`src/rtl/exc_commit_ctrl_pkg.sv`:
```
// Shared definitions for the exception commit controller: exception codes,
// flag bit positions within wb_exc_flags, FSM state and event encodings.
package exc_commit_ctrl_pkg;

  // Exception codes presented to the CSR unit
  localparam logic [5:0] EXC_ECODE_INT = 6'h00;
  localparam logic [5:0] EXC_ECODE_ADE = 6'h08;
  localparam logic [5:0] EXC_ECODE_ALE = 6'h09;
  localparam logic [5:0] EXC_ECODE_SYS = 6'h0B;
  localparam logic [5:0] EXC_ECODE_BRK = 6'h0C;
  localparam logic [5:0] EXC_ECODE_INE = 6'h0D;

  localparam logic [8:0] EXC_ESUBCODE_ADEF = 9'h000;

  // Bit positions inside wb_exc_flags = {adef, ine, sys, brk, ale}
  localparam int FLAG_ADEF = 4;
  localparam int FLAG_INE  = 3;
  localparam int FLAG_SYS  = 2;
  localparam int FLAG_BRK  = 1;
  localparam int FLAG_ALE  = 0;

  typedef enum logic [1:0] {
    ST_IDLE     = 2'd0,
    ST_TRAP     = 2'd1,
    ST_REDIRECT = 2'd2,
    ST_DRAIN    = 2'd3
  } state_e;

  // Kind of event found at commit; interrupts count as exceptions
  typedef enum logic [1:0] {
    EV_NONE = 2'd0,
    EV_EXC  = 2'd1,
    EV_ERTN = 2'd2
  } ev_kind_e;

endpackage

```
`src/rtl/exc_commit_ctrl_if.sv`:
```
// WB / CSR / IF-redirect signal bundle around the exception commit controller.
// master = the controller, slave = the pipeline and CSR unit around it.
interface exc_commit_ctrl_if #(
  parameter int PC_W = 32
);
  logic            wb_valid;
  logic            wb_ready;
  logic [PC_W-1:0] wb_pc_in;
  logic [PC_W-1:0] wb_vaddr_in;
  logic [4:0]      wb_exc_flags;
  logic            wb_is_ertn;
  logic            csr_has_int;
  logic [PC_W-1:0] ex_entry;
  logic [PC_W-1:0] ex_exit;
  logic            wb_suppress;
  logic            wb_ex;
  logic [5:0]      wb_ecode;
  logic [8:0]      wb_esubcode;
  logic [PC_W-1:0] WB_pc;
  logic [PC_W-1:0] wb_badvaddr;
  logic            ertn_flush;
  logic            flush;
  logic            redirect_valid;
  logic            redirect_ready;
  logic [PC_W-1:0] redirect_pc;

  modport master (
    input  wb_valid, wb_pc_in, wb_vaddr_in, wb_exc_flags, wb_is_ertn,
           csr_has_int, ex_entry, ex_exit, redirect_ready,
    output wb_ready, wb_suppress, wb_ex, wb_ecode, wb_esubcode, WB_pc,
           wb_badvaddr, ertn_flush, flush, redirect_valid, redirect_pc
  );

  modport slave (
    output wb_valid, wb_pc_in, wb_vaddr_in, wb_exc_flags, wb_is_ertn,
           csr_has_int, ex_entry, ex_exit, redirect_ready,
    input  wb_ready, wb_suppress, wb_ex, wb_ecode, wb_esubcode, WB_pc,
           wb_badvaddr, ertn_flush, flush, redirect_valid, redirect_pc
  );
endinterface

```
`src/rtl/exc_commit_ctrl_prio_enc.sv`:
```
// Combinational priority encoder: picks the single event reported for the
// WB instruction (INT > ADEF > INE > SYS > BRK > ALE > ERTN) and its fields.
module exc_prio_enc
  import exc_commit_ctrl_pkg::*;
#(
  parameter int PC_W = 32
) (
  input  logic [4:0]      flags,
  input  logic            has_int,
  input  logic            is_ertn,
  input  logic [PC_W-1:0] pc,
  input  logic [PC_W-1:0] vaddr,
  output ev_kind_e        ev_kind,
  output logic [5:0]      ecode,
  output logic [8:0]      esubcode,
  output logic [PC_W-1:0] badvaddr
);

  // Priority chain; an exception always masks a simultaneous ertn
  always_comb begin
    ev_kind  = EV_NONE;
    ecode    = 6'h00;
    esubcode = 9'h000;
    badvaddr = '0;
    if (has_int) begin
      ev_kind = EV_EXC;
      ecode   = EXC_ECODE_INT;
    end else if (flags[FLAG_ADEF]) begin
      ev_kind  = EV_EXC;
      ecode    = EXC_ECODE_ADE;
      esubcode = EXC_ESUBCODE_ADEF;
      badvaddr = pc;
    end else if (flags[FLAG_INE]) begin
      ev_kind = EV_EXC;
      ecode   = EXC_ECODE_INE;
    end else if (flags[FLAG_SYS]) begin
      ev_kind = EV_EXC;
      ecode   = EXC_ECODE_SYS;
    end else if (flags[FLAG_BRK]) begin
      ev_kind = EV_EXC;
      ecode   = EXC_ECODE_BRK;
    end else if (flags[FLAG_ALE]) begin
      ev_kind  = EV_EXC;
      ecode    = EXC_ECODE_ALE;
      badvaddr = vaddr;
    end else if (is_ertn) begin
      ev_kind = EV_ERTN;
    end else begin
      ev_kind = EV_NONE;
    end
  end

endmodule

```
`src/rtl/exc_commit_ctrl.sv`:
```
// Exception/interrupt commit controller between WB and the CSR unit.
// Latches the winning event at commit, pulses wb_ex or ertn_flush for one
// cycle, redirects IF to the trap entry or ERA, then drains the pipeline.
module exc_commit_ctrl
  import exc_commit_ctrl_pkg::*;
#(
  parameter int DRAIN_CYCLES = 2,
  parameter int PC_W         = 32
) (
  input logic               clk,
  input logic               resetn,
  exc_commit_ctrl_if.master bus
);

  localparam logic [3:0] DRAIN_INIT = 4'(DRAIN_CYCLES - 1);

  ev_kind_e        ev_kind_s;
  logic [5:0]      ev_ecode_s;
  logic [8:0]      ev_esubcode_s;
  logic [PC_W-1:0] ev_badvaddr_s;
  logic            commit_s;

  state_e          state_r;
  logic [3:0]      cnt_r;
  logic            wb_ready_r;
  logic            wb_ex_r;
  logic            ertn_flush_r;
  logic            flush_r;
  logic            redirect_valid_r;
  logic            is_ertn_r;
  logic [5:0]      ecode_r;
  logic [8:0]      esubcode_r;
  logic [PC_W-1:0] pc_r;
  logic [PC_W-1:0] badvaddr_r;

  exc_prio_enc #(.PC_W(PC_W)) u_prio (
    .flags    (bus.wb_exc_flags),
    .has_int  (bus.csr_has_int),
    .is_ertn  (bus.wb_is_ertn),
    .pc       (bus.wb_pc_in),
    .vaddr    (bus.wb_vaddr_in),
    .ev_kind  (ev_kind_s),
    .ecode    (ev_ecode_s),
    .esubcode (ev_esubcode_s),
    .badvaddr (ev_badvaddr_s)
  );

  // wb_ready is only high in IDLE, so csr_has_int is ignored elsewhere
  assign commit_s = bus.wb_valid && wb_ready_r;

  // Commit FSM with registered handshake, pulse and field outputs
  always_ff @(posedge clk) begin
    if (!resetn) begin
      state_r          <= ST_IDLE;
      cnt_r            <= 4'd0;
      wb_ready_r       <= 1'b1;
      wb_ex_r          <= 1'b0;
      ertn_flush_r     <= 1'b0;
      flush_r          <= 1'b0;
      redirect_valid_r <= 1'b0;
      is_ertn_r        <= 1'b0;
      ecode_r          <= 6'h00;
      esubcode_r       <= 9'h000;
      pc_r             <= '0;
      badvaddr_r       <= '0;
    end else begin
      case (state_r)
        ST_IDLE: begin
          if (commit_s && (ev_kind_s != EV_NONE)) begin
            ecode_r      <= ev_ecode_s;
            esubcode_r   <= ev_esubcode_s;
            pc_r         <= bus.wb_pc_in;
            badvaddr_r   <= ev_badvaddr_s;
            is_ertn_r    <= (ev_kind_s == EV_ERTN);
            wb_ex_r      <= (ev_kind_s == EV_EXC);
            ertn_flush_r <= (ev_kind_s == EV_ERTN);
            flush_r      <= 1'b1;
            wb_ready_r   <= 1'b0;
            state_r      <= ST_TRAP;
          end
        end
        ST_TRAP: begin
          wb_ex_r          <= 1'b0;
          ertn_flush_r     <= 1'b0;
          redirect_valid_r <= 1'b1;
          state_r          <= ST_REDIRECT;
        end
        ST_REDIRECT: begin
          if (bus.redirect_ready) begin
            redirect_valid_r <= 1'b0;
            cnt_r            <= DRAIN_INIT;
            state_r          <= ST_DRAIN;
          end
        end
        ST_DRAIN: begin
          if (cnt_r == 4'd0) begin
            flush_r    <= 1'b0;
            wb_ready_r <= 1'b1;
            state_r    <= ST_IDLE;
          end else begin
            cnt_r <= cnt_r - 4'd1;
          end
        end
        default: begin
          state_r          <= ST_IDLE;
          wb_ready_r       <= 1'b1;
          wb_ex_r          <= 1'b0;
          ertn_flush_r     <= 1'b0;
          flush_r          <= 1'b0;
          redirect_valid_r <= 1'b0;
        end
      endcase
    end
  end

  assign bus.wb_ready       = wb_ready_r;
  assign bus.wb_suppress    = commit_s && (ev_kind_s == EV_EXC);
  assign bus.wb_ex          = wb_ex_r;
  assign bus.ertn_flush     = ertn_flush_r;
  assign bus.flush          = flush_r;
  assign bus.wb_ecode       = ecode_r;
  assign bus.wb_esubcode    = esubcode_r;
  assign bus.WB_pc          = pc_r;
  assign bus.wb_badvaddr    = badvaddr_r;
  assign bus.redirect_valid = redirect_valid_r;
  // Target is read live: the CSR unit has settled ex_entry/ex_exit by REDIRECT
  assign bus.redirect_pc    = redirect_valid_r ? (is_ertn_r ? bus.ex_exit : bus.ex_entry) : '0;

endmodule

```
`src/flat_wrapper.sv`:
```
// flat-port wrapper written by rule: the top's interface ports become plain ports
module exc_commit_ctrl_flat import exc_commit_ctrl_pkg::*;
#(
  parameter int DRAIN_CYCLES = 2,
  parameter int PC_W         = 32
)
  (clk, resetn, bus_wb_valid, bus_wb_pc_in, bus_wb_vaddr_in, bus_wb_exc_flags, bus_wb_is_ertn, bus_csr_has_int, bus_ex_entry, bus_ex_exit, bus_redirect_ready, bus_wb_ready, bus_wb_suppress, bus_wb_ex, bus_wb_ecode, bus_wb_esubcode, bus_WB_pc, bus_wb_badvaddr, bus_ertn_flush, bus_flush, bus_redirect_valid, bus_redirect_pc);
  exc_commit_ctrl_if #(.PC_W(PC_W)) bus_i ();
  input logic clk;
  input logic resetn;
  input wire logic [$bits(bus_i.wb_valid)-1:0] bus_wb_valid;
  input wire logic [$bits(bus_i.wb_pc_in)-1:0] bus_wb_pc_in;
  input wire logic [$bits(bus_i.wb_vaddr_in)-1:0] bus_wb_vaddr_in;
  input wire logic [$bits(bus_i.wb_exc_flags)-1:0] bus_wb_exc_flags;
  input wire logic [$bits(bus_i.wb_is_ertn)-1:0] bus_wb_is_ertn;
  input wire logic [$bits(bus_i.csr_has_int)-1:0] bus_csr_has_int;
  input wire logic [$bits(bus_i.ex_entry)-1:0] bus_ex_entry;
  input wire logic [$bits(bus_i.ex_exit)-1:0] bus_ex_exit;
  input wire logic [$bits(bus_i.redirect_ready)-1:0] bus_redirect_ready;
  output wire logic [$bits(bus_i.wb_ready)-1:0] bus_wb_ready;
  output wire logic [$bits(bus_i.wb_suppress)-1:0] bus_wb_suppress;
  output wire logic [$bits(bus_i.wb_ex)-1:0] bus_wb_ex;
  output wire logic [$bits(bus_i.wb_ecode)-1:0] bus_wb_ecode;
  output wire logic [$bits(bus_i.wb_esubcode)-1:0] bus_wb_esubcode;
  output wire logic [$bits(bus_i.WB_pc)-1:0] bus_WB_pc;
  output wire logic [$bits(bus_i.wb_badvaddr)-1:0] bus_wb_badvaddr;
  output wire logic [$bits(bus_i.ertn_flush)-1:0] bus_ertn_flush;
  output wire logic [$bits(bus_i.flush)-1:0] bus_flush;
  output wire logic [$bits(bus_i.redirect_valid)-1:0] bus_redirect_valid;
  output wire logic [$bits(bus_i.redirect_pc)-1:0] bus_redirect_pc;
  assign bus_i.wb_valid = bus_wb_valid;
  assign bus_i.wb_pc_in = bus_wb_pc_in;
  assign bus_i.wb_vaddr_in = bus_wb_vaddr_in;
  assign bus_i.wb_exc_flags = bus_wb_exc_flags;
  assign bus_i.wb_is_ertn = bus_wb_is_ertn;
  assign bus_i.csr_has_int = bus_csr_has_int;
  assign bus_i.ex_entry = bus_ex_entry;
  assign bus_i.ex_exit = bus_ex_exit;
  assign bus_i.redirect_ready = bus_redirect_ready;
  assign bus_wb_ready = bus_i.wb_ready;
  assign bus_wb_suppress = bus_i.wb_suppress;
  assign bus_wb_ex = bus_i.wb_ex;
  assign bus_wb_ecode = bus_i.wb_ecode;
  assign bus_wb_esubcode = bus_i.wb_esubcode;
  assign bus_WB_pc = bus_i.WB_pc;
  assign bus_wb_badvaddr = bus_i.wb_badvaddr;
  assign bus_ertn_flush = bus_i.ertn_flush;
  assign bus_flush = bus_i.flush;
  assign bus_redirect_valid = bus_i.redirect_valid;
  assign bus_redirect_pc = bus_i.redirect_pc;
  exc_commit_ctrl #(.DRAIN_CYCLES(DRAIN_CYCLES), .PC_W(PC_W)) u_core (.clk(clk), .resetn(resetn), .bus(bus_i));
endmodule
```
`config.mk`:
```
export PLATFORM = sky130hd
export DESIGN_NAME = exc_commit_ctrl_flat
export DESIGN_NICKNAME = d
export VERILOG_FILES = /design/src/rtl/exc_commit_ctrl_pkg.sv /design/src/rtl/exc_commit_ctrl_if.sv /design/src/rtl/exc_commit_ctrl_prio_enc.sv /design/src/rtl/exc_commit_ctrl.sv /design/src/flat_wrapper.sv
export SDC_FILE = /design/constraint.sdc
export NUM_CORES = 1
export LEC_CHECK = 0
export BUFFER_PORTS_ARGS = -buffer_cell sky130_fd_sc_hd__buf_2
export CORE_AREA = 5 5 112 114
export CTS_CLUSTER_DIAMETER = 200
export CTS_CLUSTER_SIZE = 14
export DETAILED_ROUTE_END_ITERATION = 12
export DIE_AREA = 0 0 117 119
export GPL_TIMING_DRIVEN = 0
export HOLD_SLACK_MARGIN = 0.15
export PLACE_DENSITY = 0.8
export SLEW_MARGIN = 10
export SYNTH_ARGS = -nofsm -noshare
export SYNTH_HDL_FRONTEND = slang
export SYNTH_HIERARCHICAL = 1
export SYNTH_SLANG_ARGS = --single-unit
```
`constraint.sdc`:
```
create_clock -name clk -period 2.45 [get_ports clk]
set_input_delay 0.735 -clock clk [delete_from_list [all_inputs] [get_ports clk]]
set_output_delay 0.735 -clock clk [all_outputs]
set_load 0.02 [all_outputs]
```
After elaboration in Yosys (flattened, before gate mapping)
Index checks and enable logic that the tools add are counted.
- reduce and logical (&&, ||, !) cells: 16
- mux-type cells: 40
- equality and inequality tests: 9
- add/subtract/negate cells: 1
- operator list (kind ; count):
    two-way mux 32 bit ; 8
    two-way mux 4 bit ; 8
    two-way mux 2 bit ; 10
    case mux 1 bit (2 select lines) ; 5
    nonzero test 2 bit ; 5
    AND reduction 3 bit ; 3
    case mux 2 bit (4 select lines) ; 1
    case mux 4 bit (2 select lines) ; 1
    two-way mux 1 bit ; 7
    == test 2 bit, second input constant ; 3
    AND reduction 2 bit ; 3
    == test 2 x 1 -> 1 bit, second input constant ; 2
    zero test 4 bit ; 1
    != test 2 x 1 -> 1 bit, second input constant ; 2
    != test 2 bit, second input constant ; 2
    subtractor 4 x 1 -> 4 bit, second input constant ; 1
    logical AND 1 bit ; 3
    zero test 2 bit ; 1
- input port bits: 139
- word-level logic and storage cells: 77
- output and inout port bits: 117
- bits in registers: 82

Logic depth before layout (Yosys ltp)
- word-level depth: 11
- mapped depth: 8
- mapped depth without buffers: 6

By module
The synthesis kept the hierarchy.
- by module, submodules not included (module ; times used ; area each (um^2) ; seq. area each (um^2) ; cells each):
    exc_commit_ctrl ; 1 ; 3995.1 ; 1821.7 ; 495
    exc_prio_enc ; 1 ; 608.1 ; 0.0 ; 69

Least setup slack after synthesis
No wires, ideal clock.
- kind: input-to-output
- start point: input bus_wb_exc_flags[3]
- end point: output bus_wb_suppress
- buffers on the path: 1
- path slack: -0.164 ns
- arrival: 1.879 ns
- stages on the path: 4
- data required time: 1.715 ns
- cell sequence: nor4_4 buf_6 and3_1 and4b_1
- cells in the longest elaborated chain, start to end: 5
- ends and longest elaborated chain (item ; RTL line ; text):
    start, declared ; flat_wrapper.sv:14 ; input wire logic [$bits(bus_i.wb_exc_flags)-1:0] bus_wb_exc_flags;
    two-way mux 2 bit ; exc_commit_ctrl_prio_enc.sv:33 ; end else if (flags[FLAG_INE]) begin
    two-way mux 2 bit ; exc_commit_ctrl_prio_enc.sv:28 ; end else if (flags[FLAG_ADEF]) begin
    two-way mux 2 bit ; exc_commit_ctrl_prio_enc.sv:25 ; if (has_int) begin
    via u_core.ev_kind_s[1] ; exc_commit_ctrl.sv:17 ; ev_kind_e ev_kind_s;
    == test 2 x 1 -> 1 bit ; exc_commit_ctrl.sv:117 ; assign bus.wb_suppress = commit_s && (ev_kind_s == EV_EXC);
    logical AND 1 bit ; exc_commit_ctrl.sv:117 ;
    end, declared ; flat_wrapper.sv:21 ; output wire logic [$bits(bus_i.wb_suppress)-1:0] bus_wb_suppress;
The timed path passes the listed nets, and every way through them passes these cells.

Worst setup path after layout
- start point: input bus_wb_exc_flags[1]
- end point: output bus_wb_suppress
- cells in the longest elaborated chain, start to end: 7
- ends and longest elaborated chain (item ; RTL line ; text):
    two-way mux 2 bit ; exc_commit_ctrl_prio_enc.sv:39 ; end else if (flags[FLAG_BRK]) begin
    two-way mux 2 bit ; exc_commit_ctrl_prio_enc.sv:36 ; end else if (flags[FLAG_SYS]) begin
    two-way mux 2 bit ; exc_commit_ctrl_prio_enc.sv:33 ;
    two-way mux 2 bit ; exc_commit_ctrl_prio_enc.sv:28 ;
    two-way mux 2 bit ; exc_commit_ctrl_prio_enc.sv:25 ;
    via u_core.ev_kind_s[1] ; exc_commit_ctrl.sv:17 ;
    == test 2 x 1 -> 1 bit ; exc_commit_ctrl.sv:117 ;
    logical AND 1 bit ; exc_commit_ctrl.sv:117 ;
The timed path passes the listed nets, and every way through them passes these cells.

==> results.md <==
- Tot GR Track Use: 22.6%
- Vias in the first global route: 5,088
- Routability Congestion: 0.878
- Synth Warn #: 6
- Setup Skew: 4.97 ps
- N_diodes: 0
- Via density: a little over 5
- Initial core utilization: 40.7%
- Clock Tree Buf Depth: 2
- CP Class: primary input to output pin
- Gr ovfl total: 0
- Worst-case reg-to-reg path depth: 7
- Crit end category: output pin
- Post-Syn Area: 0.00460 sq mm
- P_leak: 3.09 nW
- Final Hold Viols: 0
- DR pass1 iterations: 4
- IO Pins: 256
- Finish-stage setup viols: 1
- Max_cap viols: 0
- Clk root buf: clkbuf_16
- Slowest stage delay, CP: 300 ps
- Met2 routed WL: between 8000 and 9000 um
- Detailed Place HPWL: 13,200 um
- Final #Nets: 989
- DR WL met3: 1780 um
- Worst VDD drop: 0.413 mV
- Fillcell total: ~1,100
- Post-Layout Inst Area: 0.00649 sq mm
- Yosys cell types: 49
- Crit. Startpoint: bus_wb_exc_flags[1]
- Fin util: 57.4%
- PwrDens: 831 mW/mm^2
- Clk sinks: around 90
- Outcome: complete, but fails checks
- Most frequent CP cell: buf_6
- Reg clk slew, reported paths: approximately 70 ps
- Avg Synthesized Cell Area: roughly 8 sq um
- End of the worst hold path: u_core/bus.wb_badvaddr[5]
- Tightest Pin Transition: 596 ps
- Synthesis-to-finish area growth: 41.1%
- Delay-heaviest family, CP: simple AND/OR/NAND/NOR gates
- Hold path cells: 2
- Share of cells above drive strength 1: 41.7%
- Hold path startpoint: u_core/bus.wb_badvaddr[5]
- CP max FO: 3
- Largest area contributor in the netlist: dfxtp_1
- M1 WL: 5850 um
- Ys async rst share: 0%
- I/O Buffers: about 260
- CTS H-tree depth: 3
- RSZ-0062 raised after global routing: yes
- Synthesis-stage register bit count: 91
- Non-filler instance count after layout: between 900 and 1,000
- Slowest stage cell, crit path: nor4_4
- Post-synth top area share: roughly 40%
- Drt first-iter violations: 238
- Reg2reg setup slack: 600 ps
- Post-detailed-route wirelength per cell: between 15 and 20 um
- CTS tree: yes
- Residual DRC: 0
- Pin count of the biggest net entering global routing: 16
- Global-route wire length before repair: 24,900 um
- Final Cycle Share: 103%
- Count of buffer and inverter cells on the critical path: 3
- Post-route total power: 0.00540 W
- Rel. slew slack: 60.3%
- Clk Latency, worst-skew pair: 340 ps
- RR Endpoint: u_core/bus.wb_badvaddr[1]
- Antenna violations before repair: 0
- Sequential share of the synthesized area: approximately 40%
- Top sig layer: met4
- Synth top area cells: dfxtp_1 40%, nand2_1 13%, a21oi_1 9.4%, mux2i_1 7.0%, a32o_2 6.1%
- Crit path DAT: 1800 ps
- Placement Cell Area: 0.00610 sq mm
- Placed insts: a little under 1,000
- Post-synth EDFFs: 0
- Die area: 0.0139 sq mm
- Row count: 39
- Die X: 117 um
- Max Fclk: approximately 0.39 GHz
- Final Slew Violations: 0
- PnR worst setup slack: -84.1 ps
- RR Startpoint: u_core/state_r[0]
- Routed WL: around 16,000 um
- Critical Path RT: 1710 ps
- Post-synthesis cell count: roughly 560
- Shortest period the worst path allows: 2530 ps
- Tightest Hold Check Type: flop to flop
- Chip height: between 100 and 150 um
- Final ANT Viol Nets: 0
- CP Cell Sequence: buf_8 -> nor4_4 -> buf_6 -> and3_4 -> and4b_2 -> buf_6
- Via count: around 5,000
- Total CTS buffers: 9
- CTS Hold Bufs: 0
- Synth Flop Type: dfxtp_1
- CORE AREA: 0.0113 sq mm
- Failing checks: negative setup slack
- CP Launch Type: primary input
==> worst register-to-register path, stage by stage, from the launching register on <==
cell,delay (ps)
dfxtp_1,390
inv_1,100
ha_1,280
o2111ai_1,170
buf_2,300
buf_2,290
nand2_1,80
a21oi_1,160
==> cell usage after synthesis (all sizes together) (6+ instances only) <==
cell type / n
mux2i: 32
ha: 7
nand2: 164
nor2b: 38
a32o: 31
nor2: 7
buf: 36
dfxtp: 91
o21ai: 6
inv: 6
clkbuf: 19
a21oi: 86
==> where the power goes <==
part           internal, W  switching (W)  leakage (nW)
clock network     0.000892       0.000596         0.159
logic             0.000754        0.00134          2.19
registers          0.00169       0.000126         0.741
total              0.00333        0.00206          3.09
==> kinds of logic after synthesis <==
logic type,Yosys count,share of synthesized area [%]
mux,32,6.96
flops,91,39.6
simple gates,232,23.3
buf+inv,62,7.39
other cells,1,0.0815
compound gates,139,20.7
fa+ha+maj,7,1.90
==> per-layer routing <==
layer / global-route usage (%) / vias to the layer above
met5: 0 / -
met4: 8.24 / 0
met3: 7.40 / 27
met2: 42.0 / 205
met1: 23.1 / 2312
li1: - / 2487
==> repair_timing <==
action / 4_1_cts / 5_1_grt
setup endpoints to repair: 88 / 6
pin swaps: 1 / 1
resized for setup: 10 / 6
buffers inserted: 3 / 0
==> sequential cells by signal, indices dropped and copies added, names as in the netlist <==
| signal | flops |
|---|---|
| u_core/bus.wb_ex | 1 |
| u_core/bus.wb_ready | 1 |
| u_core/cnt_r | 4 |
| u_core/is_ertn_r | 1 |
| u_core/bus.wb_badvaddr | 32 |
| u_core/bus.redirect_valid | 1 |
| u_core/bus.wb_ecode | 6 |
| u_core/bus.wb_esubcode | 9 |
| u_core/bus.WB_pc | 32 |
| u_core/bus.ertn_flush | 1 |
| u_core/bus.flush | 1 |
| u_core/state_r | 2 |
==> worst max-delay path by stage <==
stage	end	slack, ps	depth (start not counted)
floorplan	bus_wb_suppress	-120	4
global placement	bus_wb_suppress	-650	6
detailed placement	u_core/bus.wb_esubcode[0]	-660	9
CTS	bus_wb_suppress	-100	6
global route	bus_wb_suppress	-140	6
finish	bus_wb_suppress	-80	6
==> cell usage in the layout, fill, tap and decap left out, types with 2 or more instances in the layout <==
| master | Yosys | final |
|---|---|---|
| a21oi_1 | 86 | 86 |
| a31oi_1 | 3 | 3 |
| a32o_1 | 6 | 6 |
| a32o_2 | 25 | 25 |
| buf_2 | 21 | 271 |
| buf_4 | 11 | 14 |
| buf_6 | 4 | 6 |
| buf_8 | 0 | 2 |
| bufinv_16 | 0 | 2 |
| clkbuf_1 | 18 | 17 |
| clkbuf_16 | 0 | 9 |
| clkinv_2 | 0 | 3 |
| clkinv_4 | 0 | 2 |
| conb_1 | 1 | 11 |
| dfxtp_1 | 91 | 91 |
| ha_1 | 7 | 7 |
| inv_1 | 6 | 6 |
| mux2i_1 | 32 | 30 |
| nand2_1 | 164 | 164 |
| nand3_1 | 5 | 5 |
| nand4b_1 | 2 | 2 |
| nor2_1 | 6 | 6 |
| nor2b_1 | 37 | 37 |
| nor3_1 | 2 | 2 |
| nor4b_1 | 2 | 2 |
| o21ai_0 | 6 | 6 |
| o31ai_1 | 2 | 2 |
==> metrics by stage <==
| step | worst slack, ps | setup TNS, ps | hold WS [ps] |
|---|---|---|---|
| 6_report | -84.1 | -84.1 | 453 |
| 3_5_place_dp | -656 | -51160 | 445 |
| 3_3_place_gp | -649 | -50220 | 439 |
| 5_1_grt | -144 | -144 | 474 |
| 2_1_floorplan | -125 | -125 | 498 |
| 4_1_cts | -101 | -101 | 453 |
==> final cells by class <==
| type | count | area [sq um] | share of cell area (%) |
|---|---|---|---|
| tap | 143 | 179 | 2.75 |
| clock buffer | 9 | 225 | 3.47 |
| inverter | 7 | 26.3 | 0.405 |
| timing repair buffer | 258 | 1330 | 20.4 |
| clock inverter | 7 | 92.6 | 1.43 |
| buffer | 55 | 324 | 4.99 |
| multi-input combinational | 421 | 2500 | 38.5 |
| sequential | 91 | 1820 | 28.0 |
No activity file was read; power rests on OpenSTA's default activity.
